`config.mk`:
```
export PLATFORM = sky130hd
export DESIGN_NAME = score_sequencer
export DESIGN_NICKNAME = d
export VERILOG_FILES = /design/src/rtl/score_sequencer_pkg.sv /design/src/rtl/score_wait_timer.sv /design/src/rtl/score_sequencer.sv
export SDC_FILE = /design/constraint.sdc
export NUM_CORES = 1
export LEC_CHECK = 0
export ABC_CLOCK_PERIOD_IN_PS = 2170
export BUFFER_PORTS_ARGS = -buffer_cell sky130_fd_sc_hd__buf_2
export CORE_MARGIN = 4
export CORE_UTILIZATION = 30
export DETAILED_ROUTE_END_ITERATION = 12
export PLACE_DENSITY = 0.58
export SYNTH_ARGS = -nofsm -noshare
export SYNTH_HDL_FRONTEND = slang
export SYNTH_SLANG_ARGS = --single-unit
```
`constraint.sdc`:
```
create_clock -name clk -period 2.17 [get_ports clk]
set_input_delay 0.217 -clock clk [delete_from_list [all_inputs] [get_ports clk]]
set_output_delay 0.217 -clock clk [all_outputs]
set_load 0.05 [all_outputs]
```
`src/rtl/score_sequencer_pkg.sv`:
```
// Shared scoring types and constants for the note-scoring sequencer.
package score_sequencer_pkg;

   localparam int FREQ_W         = 15;
   localparam int SCORE_W        = 4;
   localparam int MAX_NOTE_SCORE = 10;
   localparam int ADDR_W         = 8;
   localparam int TOTAL_W        = 12;
   localparam int TIMER_W        = 4;

   typedef enum logic [2:0] {
      ST_IDLE       = 3'd0,
      ST_FETCH      = 3'd1,
      ST_WAIT_SUNG  = 3'd2,
      ST_COMPARE    = 3'd3,
      ST_WAIT_SCORE = 3'd4,
      ST_ACCUM      = 3'd5,
      ST_DONE       = 3'd6
   } seq_state_t;

   // A misbehaving comparison unit must never push a note above full marks.
   function automatic logic [SCORE_W-1:0] clamp_score(input logic [SCORE_W-1:0] raw);
      return (raw > SCORE_W'(MAX_NOTE_SCORE)) ? SCORE_W'(MAX_NOTE_SCORE) : raw;
   endfunction

endpackage

```
`src/rtl/score_wait_timer.sv`:
```
// Down-counter that measures the comparison-unit latency; terminal count at zero.
module score_wait_timer
   import score_sequencer_pkg::*;
#(
   parameter int LATENCY = 4
) (
   input  logic clk,
   input  logic rst_n,
   input  logic load,
   input  logic run,
   output logic tc
);

   logic [TIMER_W-1:0] cnt_q;

   // Load on the cmp_start cycle so the final count lands LATENCY cycles later.
   always_ff @(posedge clk or negedge rst_n) begin
      if (!rst_n) begin
         cnt_q <= '0;
      end else if (load) begin
         cnt_q <= TIMER_W'(LATENCY - 1);
      end else if (run && (cnt_q != '0)) begin
         cnt_q <= cnt_q - TIMER_W'(1);
      end
   end

   assign tc = (cnt_q == '0);

endmodule

```
`src/rtl/score_sequencer.sv`:
```
// Walks the reference note ROM, pairs each note with a sung pitch, and sums the scores.
//
// state       | meaning
// ------------+-------------------------------------------------------
// IDLE        | waiting for song_start
// FETCH       | ROM read in flight; reference latched on exit
// WAIT_SUNG   | waiting for the pitch-detector strobe
// COMPARE     | one-cycle cmp_start to the comparison unit
// WAIT_SCORE  | counting comparison latency, sample score on terminal count
// ACCUM       | add contribution, advance to next note or finish
// DONE        | one-cycle completion pulse
module score_sequencer
   import score_sequencer_pkg::*;
#(
   parameter int NUM_NOTES   = 16,
   parameter int CMP_LATENCY = 4
) (
   input  logic               clk,
   input  logic               rst_n,
   input  logic               enable,
   input  logic               song_start,
   output logic [ADDR_W-1:0]  note_addr,
   input  logic [FREQ_W-1:0]  ref_freq_in,
   input  logic               sung_valid,
   input  logic [FREQ_W-1:0]  sung_freq_in,
   output logic               cmp_start,
   output logic [FREQ_W-1:0]  cmp_sung_freq,
   output logic [FREQ_W-1:0]  cmp_ref_freq,
   input  logic [SCORE_W-1:0] cmp_score,
   output logic [TOTAL_W-1:0] total_score,
   output logic [ADDR_W-1:0]  notes_scored,
   output logic               busy,
   output logic               done
);

   localparam logic [ADDR_W-1:0] LAST_ADDR = ADDR_W'(NUM_NOTES - 1);

   seq_state_t          state_q;
   seq_state_t          state_d;
   logic [ADDR_W-1:0]   addr_q;
   logic [ADDR_W-1:0]   notes_q;
   logic [TOTAL_W-1:0]  total_q;
   logic [FREQ_W-1:0]   ref_q;
   logic [FREQ_W-1:0]   sung_q;
   logic [SCORE_W-1:0]  contrib_q;
   logic                count_q;
   logic                timer_tc;

   score_wait_timer #(
      .LATENCY (CMP_LATENCY)
   ) u_wait_timer (
      .clk   (clk),
      .rst_n (rst_n),
      .load  (enable && (state_q == ST_COMPARE)),
      .run   (enable && (state_q == ST_WAIT_SCORE)),
      .tc    (timer_tc)
   );

   // State register.
   always_ff @(posedge clk or negedge rst_n) begin
      if (!rst_n) begin
         state_q <= ST_IDLE;
      end else begin
         state_q <= state_d;
      end
   end

   // Next-state logic; a low enable parks the machine where it is.
   always_comb begin
      state_d = state_q;
      if (enable) begin
         case (state_q)
            ST_IDLE:       if (song_start) state_d = ST_FETCH;
            ST_FETCH:      state_d = (ref_freq_in == '0) ? ST_ACCUM : ST_WAIT_SUNG;
            ST_WAIT_SUNG:  if (sung_valid) state_d = (sung_freq_in == '0) ? ST_ACCUM : ST_COMPARE;
            ST_COMPARE:    state_d = ST_WAIT_SCORE;
            ST_WAIT_SCORE: if (timer_tc) state_d = ST_ACCUM;
            ST_ACCUM:      state_d = (addr_q == LAST_ADDR) ? ST_DONE : ST_FETCH;
            ST_DONE:       state_d = ST_IDLE;
            default:       state_d = ST_IDLE;
         endcase
      end
   end

   // Status and handshake outputs decoded from state.
   always_comb begin
      cmp_start = enable && (state_q == ST_COMPARE);
      busy      = (state_q != ST_IDLE);
      done      = (state_q == ST_DONE);
   end

   // Datapath: address, operand latches, per-note contribution and running totals.
   always_ff @(posedge clk or negedge rst_n) begin
      if (!rst_n) begin
         addr_q    <= '0;
         notes_q   <= '0;
         total_q   <= '0;
         ref_q     <= '0;
         sung_q    <= '0;
         contrib_q <= '0;
         count_q   <= 1'b0;
      end else if (enable) begin
         case (state_q)
            ST_IDLE: begin
               if (song_start) begin
                  addr_q  <= '0;
                  notes_q <= '0;
                  total_q <= '0;
               end
            end
            ST_FETCH: begin
               ref_q <= ref_freq_in;
               if (ref_freq_in == '0) begin
                  contrib_q <= '0;
                  count_q   <= 1'b0;
               end
            end
            ST_WAIT_SUNG: begin
               if (sung_valid) begin
                  sung_q <= sung_freq_in;
                  if (sung_freq_in == '0) begin
                     contrib_q <= '0;
                     count_q   <= 1'b1;
                  end
               end
            end
            ST_WAIT_SCORE: begin
               if (timer_tc) begin
                  contrib_q <= clamp_score(cmp_score);
                  count_q   <= 1'b1;
               end
            end
            ST_ACCUM: begin
               total_q <= total_q + TOTAL_W'(contrib_q);
               if (count_q) notes_q <= notes_q + ADDR_W'(1);
               if (addr_q != LAST_ADDR) addr_q <= addr_q + ADDR_W'(1);
            end
            default: ;
         endcase
      end
   end

   assign note_addr     = addr_q;
   assign notes_scored  = notes_q;
   assign total_score   = total_q;
   assign cmp_ref_freq  = ref_q;
   assign cmp_sung_freq = sung_q;

endmodule

```
---- Word-level counts from Yosys, hierarchy flattened ----
Index checks and enable logic that the tools add are counted.
W data, S select, Z words.
storage, ports and cells
  bits of input ports ..................... 39
  register bits after elaboration ......... 70
  output and inout bits ................... 61
  logic and storage cells ................. 75
cells by class
  multiplexer cells ....................... 27
  order comparisons ....................... 1
  equal/unequal tests ..................... 15
  add/sub/neg operators ................... 4
  reductions and logical operators ........ 19
operators by type and width
  kind                   number
  $pmux W8 S2            2
  $logic_not A15 Y1      2
  $mux W4                7
  $mux W8                3
  $pmux W12 S2           1
  $mux W3                6
  $pmux W3 S6            1
  $add A8 B1 Y8 const B  2
  $ne A2 B2 Y1 const B   7
  $add A12 B4 Y12        1
  $mux W12               1
  $pmux W4 S3            1
  $reduce_and A4 Y1      3
  $eq A3 B3 Y1 const B   3
  $eq A8 B4 Y1 const B   1
  $ne A8 B4 Y1 const B   1
  $eq A3 B2 Y1 const B   2
  $reduce_and A3 Y1      2
  $reduce_and A6 Y1      1
  $reduce_bool A3 Y1     2
  $gt A4 B4 Y1 const B   1
  $logic_not A4 Y1       1
  $mux W1                4
  $reduce_bool A2 Y1     2
  other kinds (7)        9

---- Depth between registers and ports, before layout ----
Gate-level depths: netlist of run 1.
  depth in word-level cells ............... 5
  depth in mapped cells ................... 8
  mapped depth without buffers ............ 7

---- Modules after synthesis ----
A second synthesis of run 1 with hierarchy kept.
unflattened totals
  cells, all modules ...................... 309
  area, all modules ....................... 3,458.3 um^2
modules (own cells, without submodules)
  module            seq. area each (um^2)  cells each  area each (um^2)  instances
  score_sequencer   1,651.6                285         3,211.8           1
  score_wait_timer  100.1                  24          246.5             1

---- Worst setup path after synthesis of run 1 ----
No wires, ideal clock.
  path type ............................... reg2reg
  start ................................... register total_q[0] (netlist: total_score[0])
  end ..................................... register total_q[8] (netlist: total_score[8])
  path slack .............................. 78 ps
  required time ........................... 2,038 ps
  arrival time ............................ 1,960 ps
  cell stages (with the launch flop) ...... 8
  path buffers ............................ 0
  period minus slack after synthesis ...... 2,092 ps
  library setup time ...................... 132 ps
  path through ............................ dfrtp_1 ha_1 fa_1 a21o_1 a21oi_1 nor3_1 xnor2_1 nor2_1
on the way
  word-level cells in the longest chain between the ends .. 2
RTL lines
  item                    RTL line                RTL
  from (decl)             score_sequencer.sv:42   logic [TOTAL_W-1:0] total_q;
  from (signal assigned)  score_sequencer.sv:134  total_q <= total_q + TOTAL_W'(contrib_q);
  $add A12 B4 Y12         score_sequencer.sv:134
  $pmux W12 S2            score_sequencer.sv:103  case (state_q)
Every way passes these cells.
A chain may end at the register's enable or synchronous reset.

---- Worst setup path in the final report of run 1 ----
  start ................................... register state_q[2]
  end ..................................... register u_wait_timer.cnt_q[3]
on the way
  word-level cells in the longest chain between the ends .. 4
  elaborated cells between the ends (all ways) .. 7
  those cells by class .................... eq/ne (2); mux (1); reduce/logical (4)
RTL lines
  item                          RTL line                RTL
  from (decl)                   score_sequencer.sv:38   seq_state_t state_q;
  from (signal assigned)        score_sequencer.sv:64   state_q <= state_d;
  $eq A3 B3 Y1                  score_sequencer.sv:55   .run (enable && (state_q == ST_WAIT_SCORE)),
  $logic_and A1 B1 Y1           score_sequencer.sv:55
  $logic_and A1 B1 Y1           score_wait_timer.sv:22  end else if (run && (cnt_q != '0)) begin
  $reduce_bool A2 Y1 (no line)  -
  to (signal assigned)          score_wait_timer.sv:21  cnt_q <= TIMER_W'(LATENCY - 1);
  to (signal assigned)          score_wait_timer.sv:23  cnt_q <= cnt_q - TIMER_W'(1);
  to (decl)                     score_wait_timer.sv:14  logic [TIMER_W-1:0] cnt_q;
Several ways; a longest one is shown, not always the timed one.

==> flow_summary.yaml, run 1 <==
final_layout:
  multi_input_area_sq_mm: 0.00162
  layout-drive-gt1-share_pct: 32.6
  layout.area.seq_sq_mm: 0.00175
  final_common_cell: "buf_2"
  fillers: 1117
  nNetsFinal: 469
  layout_common_cells: "buf_2, dfrtp_1, mux2_1"
  area_growth_pct: 29.0
  diodes: 0
place:
  io_buffers: 99
  place_congestion: 0.801
  dp.final_hpwl_um: 6310
worst_setup_path:
  start_kind: "flop"
  cp_data_required_time_ns: 2.39
  crit_fanout: 17
  crit_type: "flop to flop"
  worstPathArrival_ns: 2.19
  cp-end-kind: "flop"
routing:
  via_per_inst: 4.95
  wl_um: 8380
  first_pass_iters: 4
  wire_per_inst_um: 14.7
  drtIter0Drc: 226
  vias: 2821
  postRouteAntennaNets: 0
  drcViolationCount: 0
synthesis:
  ys_ff_latch: 70
  syn_area_sq_mm: 0.00348
  postSynthAreaPerCell_sq_um: 11.1
  synth_fp_nets: 362
  synth_edf_count: 0
  async_flop_share_pct: 100
  synthFlopType: "dfrtp_1"
  ys_types: 52
  syn_inst: 315
  synth_warnings: 0
  seq_area_frac_synth_pct: 50.3
power_and_ir_drop:
  power_density_mw_per_mm2: 1390
  vdd_drop_max_mv: 1.06
  leakagePower_nw: 2.15
clocking:
  cts.clk_slew.worst_paths_ns: 0.06
  clock_latency_ns: 0.33
  root_buffer: "clkbuf_16"
  cts_tree: "done"
  cts.htree.levels: 3
  numCtsBuffers: 9
  cts_max_path_buffers: 2
  numClockSinks: 70
worst_hold_path:
  hold_path.class: "input port to flop"
die:
  io_pins: 100
  die_width_um: 116
  die-area_sq_mm: 0.0134
  fp.dieH_um: 116
  rows: 39
  start_util_pct: 30.6
  coreArea_sq_mm: 0.0114
timing:
  post-route-min-period_ns: 1.97
  finalCritPeriodShare_pct: 90.6
  fin_tns_setup_ns: 0
  tightest_slew_ns: 0.637
  rsz0062_at_grt: "no"
  fin_hold_ws_ns: 0.117
  fmax_mhz: 509
  fin_skew_ns: 0.0107
  finalHoldViolCount: 0
  slew_headroom_pct: 57.5
  setup_viol: 0
  slew_viol_final: 0
global_route:
  antenna_found_initial: 0
  grt.overflow.total: 0
  grt_util_met1_pct: 16.7
  grt_start_max_net_pins: 45
  busiest_layer: "met2"
  grt_use_total_pct: 13.4
  met2_usage_pct: 21.1
  grt_pass1_wl_um: 14000
  grt_use_met3_pct: 4.23
  grt_pass1_vias: 2843
flow_run:
  maxCapViolCount: 0
run_status:
  status: "finished clean"
## synth_stat cells, drive strengths merged, types with 3 or more instances
master  count  area share, %
a21o        7            1.5
a21oi      10            1.4
and2        3           0.54
buf         9            1.7
clkbuf      5           0.54
dfrtp      70             50
ha          7            2.5
inv         9           0.97
mux2       30            9.7
nand2      14            1.5
nand3       8            1.3
nand4       7            1.3
nor2       26            2.9
nor3       10            1.4
nor3b       7            1.8
nor4       16            3.6
nor4b       3            1.1
o21ai      22            3.2
or3         5            1.0
xnor2      16            4.0
xor2        4            1.0
## cell families (layout without fill, tap and decap cells)
| logic type | Yosys count | after routing | synth area share [%] |
|---|---|---|---|
| buf+inv | 23 | 135 | 3.23 |
| mux | 30 | 30 | 9.70 |
| compound gates | 54 | 54 | 9.91 |
| simple gates | 110 | 110 | 18.8 |
| fa+ha+maj | 8 | 8 | 3.09 |
| flops | 70 | 70 | 50.3 |
| xor+xnor | 20 | 20 | 5.03 |
## what timing repair did
| action | 4_1_cts | 5_1_grt |
|---|---|---|
| gates resized for setup | 0 | 1 |
| setup endpoints to repair | 0 | 1 |
| setup buffers | 0 | 0 |
| hold endpoints to repair | 26 | 0 |
| hold buffers | 1 | 0 |
## power by group
group          internal (W)  switching (W)
clock network      0.000946       0.000542
registers           0.00171       0.000319
logic              0.000772        0.00195
total               0.00343        0.00281
## routing by layer
| layer | vias up | part of all wire, % |
|---|---|---|
| met2 | 80 | 47 |
| met5 | - | 0 |
| li1 | 1366 | - |
| met4 | 0 | 2.3 |
| met1 | 1362 | 44 |
| met3 | 13 | 6.8 |
## metrics by stage
stage	cell area [sq um]	setup slack (ns)	instances	power (W)	utilization, %
2_1_floorplan	3480	0.0781	315	0.00408	-
3_3_place_gp	4180	0.226	553	0.00476	36.8
3_5_place_dp	4180	0.160	553	0.00480	36.8
4_1_cts	4490	0.136	570	0.00634	39.5
5_1_grt	4490	0.0387	570	0.00663	39.5
6_report	4490	0.204	570	0.00624	39.5
## area by class of cell
class,instances,area share [%]
clock buffer,12,5.71
sequential,70,39.0
inverter,9,0.752
multi-input combinational,222,36.1
tap,143,3.98
clock inverter,4,1.00
timing repair buffer,110,13.5
## critical path, cell delays in order, from the launching register on
cell and delay (ns):
dfrtp_1 0.62, or3b_1 0.46, a21o_1 0.23, nor4_2 0.20
o21ai_1 0.10, a22o_1 0.23
## path summary, 6_finish.rpt
check,startpoint,end,slack [ns],depth (start not counted)
max,state_q[2]$_DFFE_PN0P_,u_wait_timer.cnt_q[3]$_DFFE_PN0P_,0.20,5
min,ref_freq_in[7],cmp_ref_freq[7]$_DFFE_PN0P_,0.12,2
max reg2reg,state_q[2]$_DFFE_PN0P_,u_wait_timer.cnt_q[3]$_DFFE_PN0P_,0.20,5
min reg2reg,cmp_sung_freq[12]$_DFFE_PN0P_,cmp_sung_freq[12]$_DFFE_PN0P_,0.48,1
max in group asynchronous,rst_n,notes_scored[6]$_DFFE_PN0P_,1.06,3
min in group asynchronous,rst_n,cmp_ref_freq[0]$_DFFE_PN0P_,0.44,2
## flip-flops by register name (all words and copies together) (netlist names)
| register | flops |
|---|---|
| contrib_q | 4 |
| notes_scored | 8 |
| state_q | 3 |
| cmp_ref_freq | 15 |
| count_q | 1 |
| note_addr | 8 |
| u_wait_timer.cnt_q | 4 |
| total_score | 12 |
| cmp_sung_freq | 15 |
Note: power is estimated with default switching activity, not from simulation.
==> run 2, diff against run 1 <==
--- a/config.mk
+++ b/config.mk
@@ -7,7 +7,6 @@
 export LEC_CHECK = 0
 export ABC_CLOCK_PERIOD_IN_PS = 2170
 export BUFFER_PORTS_ARGS = -buffer_cell sky130_fd_sc_hd__buf_2
-export CORE_MARGIN = 4
 export CORE_UTILIZATION = 30
 export DETAILED_ROUTE_END_ITERATION = 12
 export PLACE_DENSITY = 0.58
==> run 2 against run 1 <==
Against the previous run:
- non-clock buffer count rose by 1
- clock skew decreased by 0.0044 ns
- maximum frequency is 2.5% lower
- count of clock-buffer cells in the layout fell by 2
- critical path depth fell by 1
- critical path type is now flop to output port
- largest cell class unchanged
==> flow_summary.yaml, run 2 (same netlist as run 1, synthesis figures left out) <==
clocking:
  numClockSinks: 70
  numCtsBuffers: 9
  cts_post_setup_buffers_inserted: 0
  cts.htree.levels: 3
  cts.clk_slew.worst_paths_ns: 0.06
  cts_max_path_buffers: 2
  cts_tree: "done"
  root_buffer: "clkbuf_16"
  clock_latency_ns: 0.33
place:
  io_buffers: 99
  place_area_sq_mm: 0.00418
  dp.final_hpwl_um: 5900
  place_congestion: 0.791
final_layout:
  fillers: 1058
  diodes: 0
  final_common_cell: "buf_2"
  design_area_sq_mm: 0.00452
  nNetsFinal: 470
  layout-drive-gt1-share_pct: 32.9
  layout_common_cells: "buf_2, dfrtp_1, mux2_1"
  area_growth_pct: 29.8
worst_setup_path:
  slowest_stage: "dfrtp_1"
  endpoint: "cmp_start"
  setup.reg_to_reg.worst_slack_ns: 0.23
  cp_data_required_time_ns: 1.95
  start_kind: "flop"
  crit_type: "flop to output port"
  crit_buf_inv: 2
  rr_startpoint: "state_q[0]$_DFFE_PN0P_"
  reg2reg_to: "cmp_ref_freq[11]$_DFFE_PN0P_"
  critPathTopFamily: "flip-flops"
  crit_fanout: 14
  worstPathCellList: "inv_2 -> nor3b_1 -> and2_1 -> buf_2"
  cp_slowest_stage_delay_ns: 0.63
  reg2regPathDepth: 5
  cp-end-kind: "output port"
  worstPathArrival_ns: 1.80
  cp.depth: 4
  startpoint: "state_q[0]$_DFFE_PN0P_"
power_and_ir_drop:
  power_density_mw_per_mm2: 1400
  vdd_drop_max_mv: 0.879
  finalPower_w: 0.00633
  leakagePower_nw: 2.16
timing:
  fin_skew_ns: 0.00628
  slew_headroom_pct: 68.6
  fin_hold_ws_ns: 0.120
  fin_tns_setup_ns: 0
  tightest_slew_ns: 0.470
  finalHoldViolCount: 0
  slew_viol_final: 0
  rsz0062_at_grt: "no"
  post-route-min-period_ns: 2.02
  finalCritPeriodShare_pct: 92.9
  setup_viol: 0
  fmax_mhz: 496
worst_hold_path:
  hold_path.class: "input port to flop"
  min_path_cells: 2
flow_run:
  maxCapViolCount: 0
run_status:
  status: "finished clean"
die:
  coreArea_sq_mm: 0.0111
  die-area_sq_mm: 0.0120
  die_width_um: 110
  io_pins: 100
  start_util_pct: 31.4
  fp.dieH_um: 110
  rows: 38
routing:
  drtIter0Drc: 96
  postRouteAntennaNets: 0
  vias: 2814
  first_pass_iters: 6
  via_per_inst: 4.95
  wire_per_inst_um: 14.3
  drcViolationCount: 0
  wl_um: 8100
global_route:
  grt_use_total_pct: 14.7
  grt_start_max_net_pins: 71
  antenna_found_initial: 0
  grt_pass1_vias: 2831
  grt.overflow.total: 0
  grt_pass1_wl_um: 13700
==> run 2: per-stage QoR <==
step,setup slack [ns],cells,util (%)
3_5_place_dp,0.176,551,37.8
2_1_floorplan,0.0781,315,-
5_1_grt,0.0593,568,40.8
6_report,0.154,568,40.8
4_1_cts,0.170,568,40.8
3_3_place_gp,0.233,551,37.8
==> run 2: per-layer routing <==
| metal | track usage, % | vias up | routed length, um |
|---|---|---|---|
| met3 | 5.22 | 6 | 598 |
| met4 | 4.00 | 0 | 69 |
| met5 | 0 | - | 0 |
| met2 | 23.9 | 86 | 3740 |
| met1 | 18.6 | 1359 | 3700 |
| li1 | - | 1363 | - |
==> run 2: area by class of cell <==
type / instances / area [sq um] / share of cell area, %
timing repair buffer: 111 / 613 / 13.6
multi-input combinational: 222 / 1620 / 35.9
clock inverter: 6 / 85.1 / 1.88
tap: 140 / 175 / 3.87
clock buffer: 10 / 239 / 5.29
inverter: 9 / 33.8 / 0.747
sequential: 70 / 1750 / 38.7
==> run 2: worst min-delay path by stage <==
stage | startpoint | endpoint | slack (ns)
after global routing | sung_freq_in[10] | cmp_sung_freq[10]$_DFFE_PN0P_ | 0.12
after global placement | rst_n | cmp_sung_freq[12]$_DFFE_PN0P_ | 0.28
final | ref_freq_in[5] | cmp_ref_freq[5]$_DFFE_PN0P_ | 0.12
after detailed placement | rst_n | cmp_sung_freq[14]$_DFFE_PN0P_ | 0.28
after floorplan | rst_n | cmp_ref_freq[0]$_DFFE_PN0P_ | -0.08
after CTS | ref_freq_in[5] | cmp_ref_freq[5]$_DFFE_PN0P_ | 0.11
==> run 2: power breakdown <==
group	internal [W]	switching [W]
clock	0.00103	0.000538
combinational	0.000779	0.00194
sequential	0.00171	0.000332
==> run 2: repair_timing <==
action | in CTS | in global routing
endpoints found under the setup margin | 0 | 2
endpoints found under the hold margin | 70 | 0
resized for setup | 0 | 1
hold buffers | 1 | 0
==> run 3, diff against run 2 <==
--- a/config.mk
+++ b/config.mk
@@ -7,6 +7,7 @@
 export LEC_CHECK = 0
 export ABC_CLOCK_PERIOD_IN_PS = 2170
 export BUFFER_PORTS_ARGS = -buffer_cell sky130_fd_sc_hd__buf_2
+export CORE_ASPECT_RATIO = 0.8
 export CORE_UTILIZATION = 30
 export DETAILED_ROUTE_END_ITERATION = 12
 export PLACE_DENSITY = 0.58
==> run 3 against run 2 <==
Against the previous run:
- clock skew decreased by 0.0020 ns
- sequential power fell by 2%
- largest power group unchanged
- register-to-register slack worse by 0.07 ns
- critical path type is now flop to flop
==> flow_summary.yaml, run 3 (same netlist as run 1, synthesis figures left out) <==
place:
  dpl.cell_count: 556
  dp_slack_ns: 0.197
  dp.final_hpwl_um: 5900
  place_area_sq_mm: 0.00418
  place_congestion: 0.808
  io_buffers: 99
global_route:
  met2_usage_pct: 22.3
  grt_use_total_pct: 14.4
  grt_pass1_vias: 2698
  grt.overflow.total: 0
  grt_use_met3_pct: 5.14
  grt_util_met1_pct: 18.8
  grt_start_max_net_pins: 71
  busiest_layer: "met2"
  antenna_found_initial: 0
  grt_pass1_wl_um: 13300
die:
  die_width_um: 122
  fp.dieH_um: 98.4
  die-area_sq_mm: 0.0120
  start_util_pct: 31.4
  coreArea_sq_mm: 0.0111
  rows: 34
  io_pins: 100
worst_setup_path:
  start_kind: "flop"
  reg2regPathDepth: 7
  crit_buf_inv: 0
  crit_type: "flop to flop"
  worstPathArrival_ns: 2.22
  cp-end-kind: "flop"
  reg2reg_to: "total_score[10]$_DFFE_PN0P_"
  rr_startpoint: "total_score[0]$_DFFE_PN0P_"
  critPathTopFamily: "adder cells"
  crit_fanout: 6
  worstPathCellList: "ha_1 -> fa_1 -> a21o_1 -> a21oi_1 -> nor3_1 -> xnor2_1 -> nor2_1"
  cp_slowest_stage_delay_ns: 0.42
  slowest_stage: "fa_1"
  setup.reg_to_reg.worst_slack_ns: 0.16
  cp_data_required_time_ns: 2.37
timing:
  finalHoldViolCount: 0
  slew_viol_final: 0
  post-route-min-period_ns: 2.01
  fmax_mhz: 496
  setup_viol: 0
  tightest_slew_ns: 0.534
  fin_tns_setup_ns: 0
  finalCritPeriodShare_pct: 92.8
  fin_hold_ws_ns: 0.124
  fin_skew_ns: 0.00426
  rsz0062_at_grt: "no"
  finalWorstSetupSlack_ns: 0.155
  slew_headroom_pct: 64.1
clocking:
  cts.htree.levels: 3
  root_buffer: "clkbuf_16"
  cts_post_setup_buffers_inserted: 0
  numCtsBuffers: 9
  cts_max_path_buffers: 2
  cts.clk_slew.worst_paths_ns: 0.06
  cts_resized: 0
  clock_latency_ns: 0.33
  numClockSinks: 70
  cts_tree: "done"
final_layout:
  fillers: 1103
  design_area_sq_mm: 0.00456
  nNetsFinal: 471
  layout.area.seq_sq_mm: 0.00175
  layout_common_cells: "buf_2, dfrtp_1, mux2_1"
  layout-drive-gt1-share_pct: 32.9
  area_growth_pct: 31.0
  finalNonFillerCells: 573
  multi_input_area_sq_mm: 0.00162
  diodes: 0
  final_common_cell: "buf_2"
routing:
  wl_um: 8090
  via_per_inst: 4.84
  drcViolationCount: 0
  wire_per_inst_um: 14.1
  drtIter0Drc: 133
  first_pass_iters: 4
  postRouteAntennaNets: 0
  vias: 2773
power_and_ir_drop:
  vdd_drop_max_mv: 0.475
  leakagePower_nw: 2.19
  power_density_mw_per_mm2: 1440
worst_hold_path:
  hold_path.class: "input port to flop"
  hold_start: "ref_freq_in[5]"
  min_to: "cmp_ref_freq[5]$_DFFE_PN0P_"
  min_path_cells: 2
run_status:
  status: "finished clean"
flow_run:
  maxCapViolCount: 0
[run 3: cell types whose count changed in the layout (fill, tap and decap cells not counted)]
cell | previous run | this run
a21oi_1 | 9 | 10
buf_12 | 2 | 1
clkinvlp_4 | 2 | 1
a21oi_2 | 1 | 0
bufinv_16 | 2 | 4
clkinv_2 | 2 | 1
buf_4 | 9 | 11
[run 3: what timing repair did]
| item | 4_1_cts | 5_1_grt |
|---|---|---|
| endpoints found under the setup margin | 0 | 0 |
| hold buffers | 1 | 0 |
| endpoints found under the hold margin | 70 | 0 |
[run 3: how the worst max path moves through the flow]
| stage | slack (ns) | cells past startpoint | from | end |
|---|---|---|---|---|
| after floorplan | 0.08 | 7 | total_score[0]$_DFFE_PN0P_ | total_score[8]$_DFFE_PN0P_ |
| after global placement | 0.24 | 7 | total_score[0]$_DFFE_PN0P_ | total_score[10]$_DFFE_PN0P_ |
| after detailed placement | 0.20 | 7 | total_score[0]$_DFFE_PN0P_ | total_score[10]$_DFFE_PN0P_ |
| after CTS | 0.16 | 7 | total_score[0]$_DFFE_PN0P_ | total_score[10]$_DFFE_PN0P_ |
| after global routing | 0.04 | 6 | state_q[2]$_DFFE_PN0P_ | total_score[5]$_DFFE_PN0P_ |
| final | 0.16 | 7 | total_score[0]$_DFFE_PN0P_ | total_score[10]$_DFFE_PN0P_ |
[run 3: cell type report]
type	count	share of cell area [%]
Sequential cell	70	38.4
Multi-Input combinational cell	222	35.5
Timing Repair Buffer	112	13.3
Clock buffer	10	5.24
Tap cell	144	3.95
Clock inverter	6	2.91
Inverter	9	0.740
[run 3: metal layers]
layer  vias up  wire length, um
li1       1365                -
met1      1326             3800
met2        78             3680
met3         4              550
met4         0               64
met5         -                0
[run 3: power by group]
group | switching [W] | internal, W
logic | 0.00197 | 0.000779
clock network | 0.000535 | 0.00127
registers | 0.000292 | 0.00171
[run 3: through the flow]
step                util, %  power, W
detailed placement     37.7   0.00480
finish                 41.1   0.00656
floorplan                 -   0.00408
CTS                    41.1   0.00665
global placement       37.7   0.00474
global route           41.1   0.00692
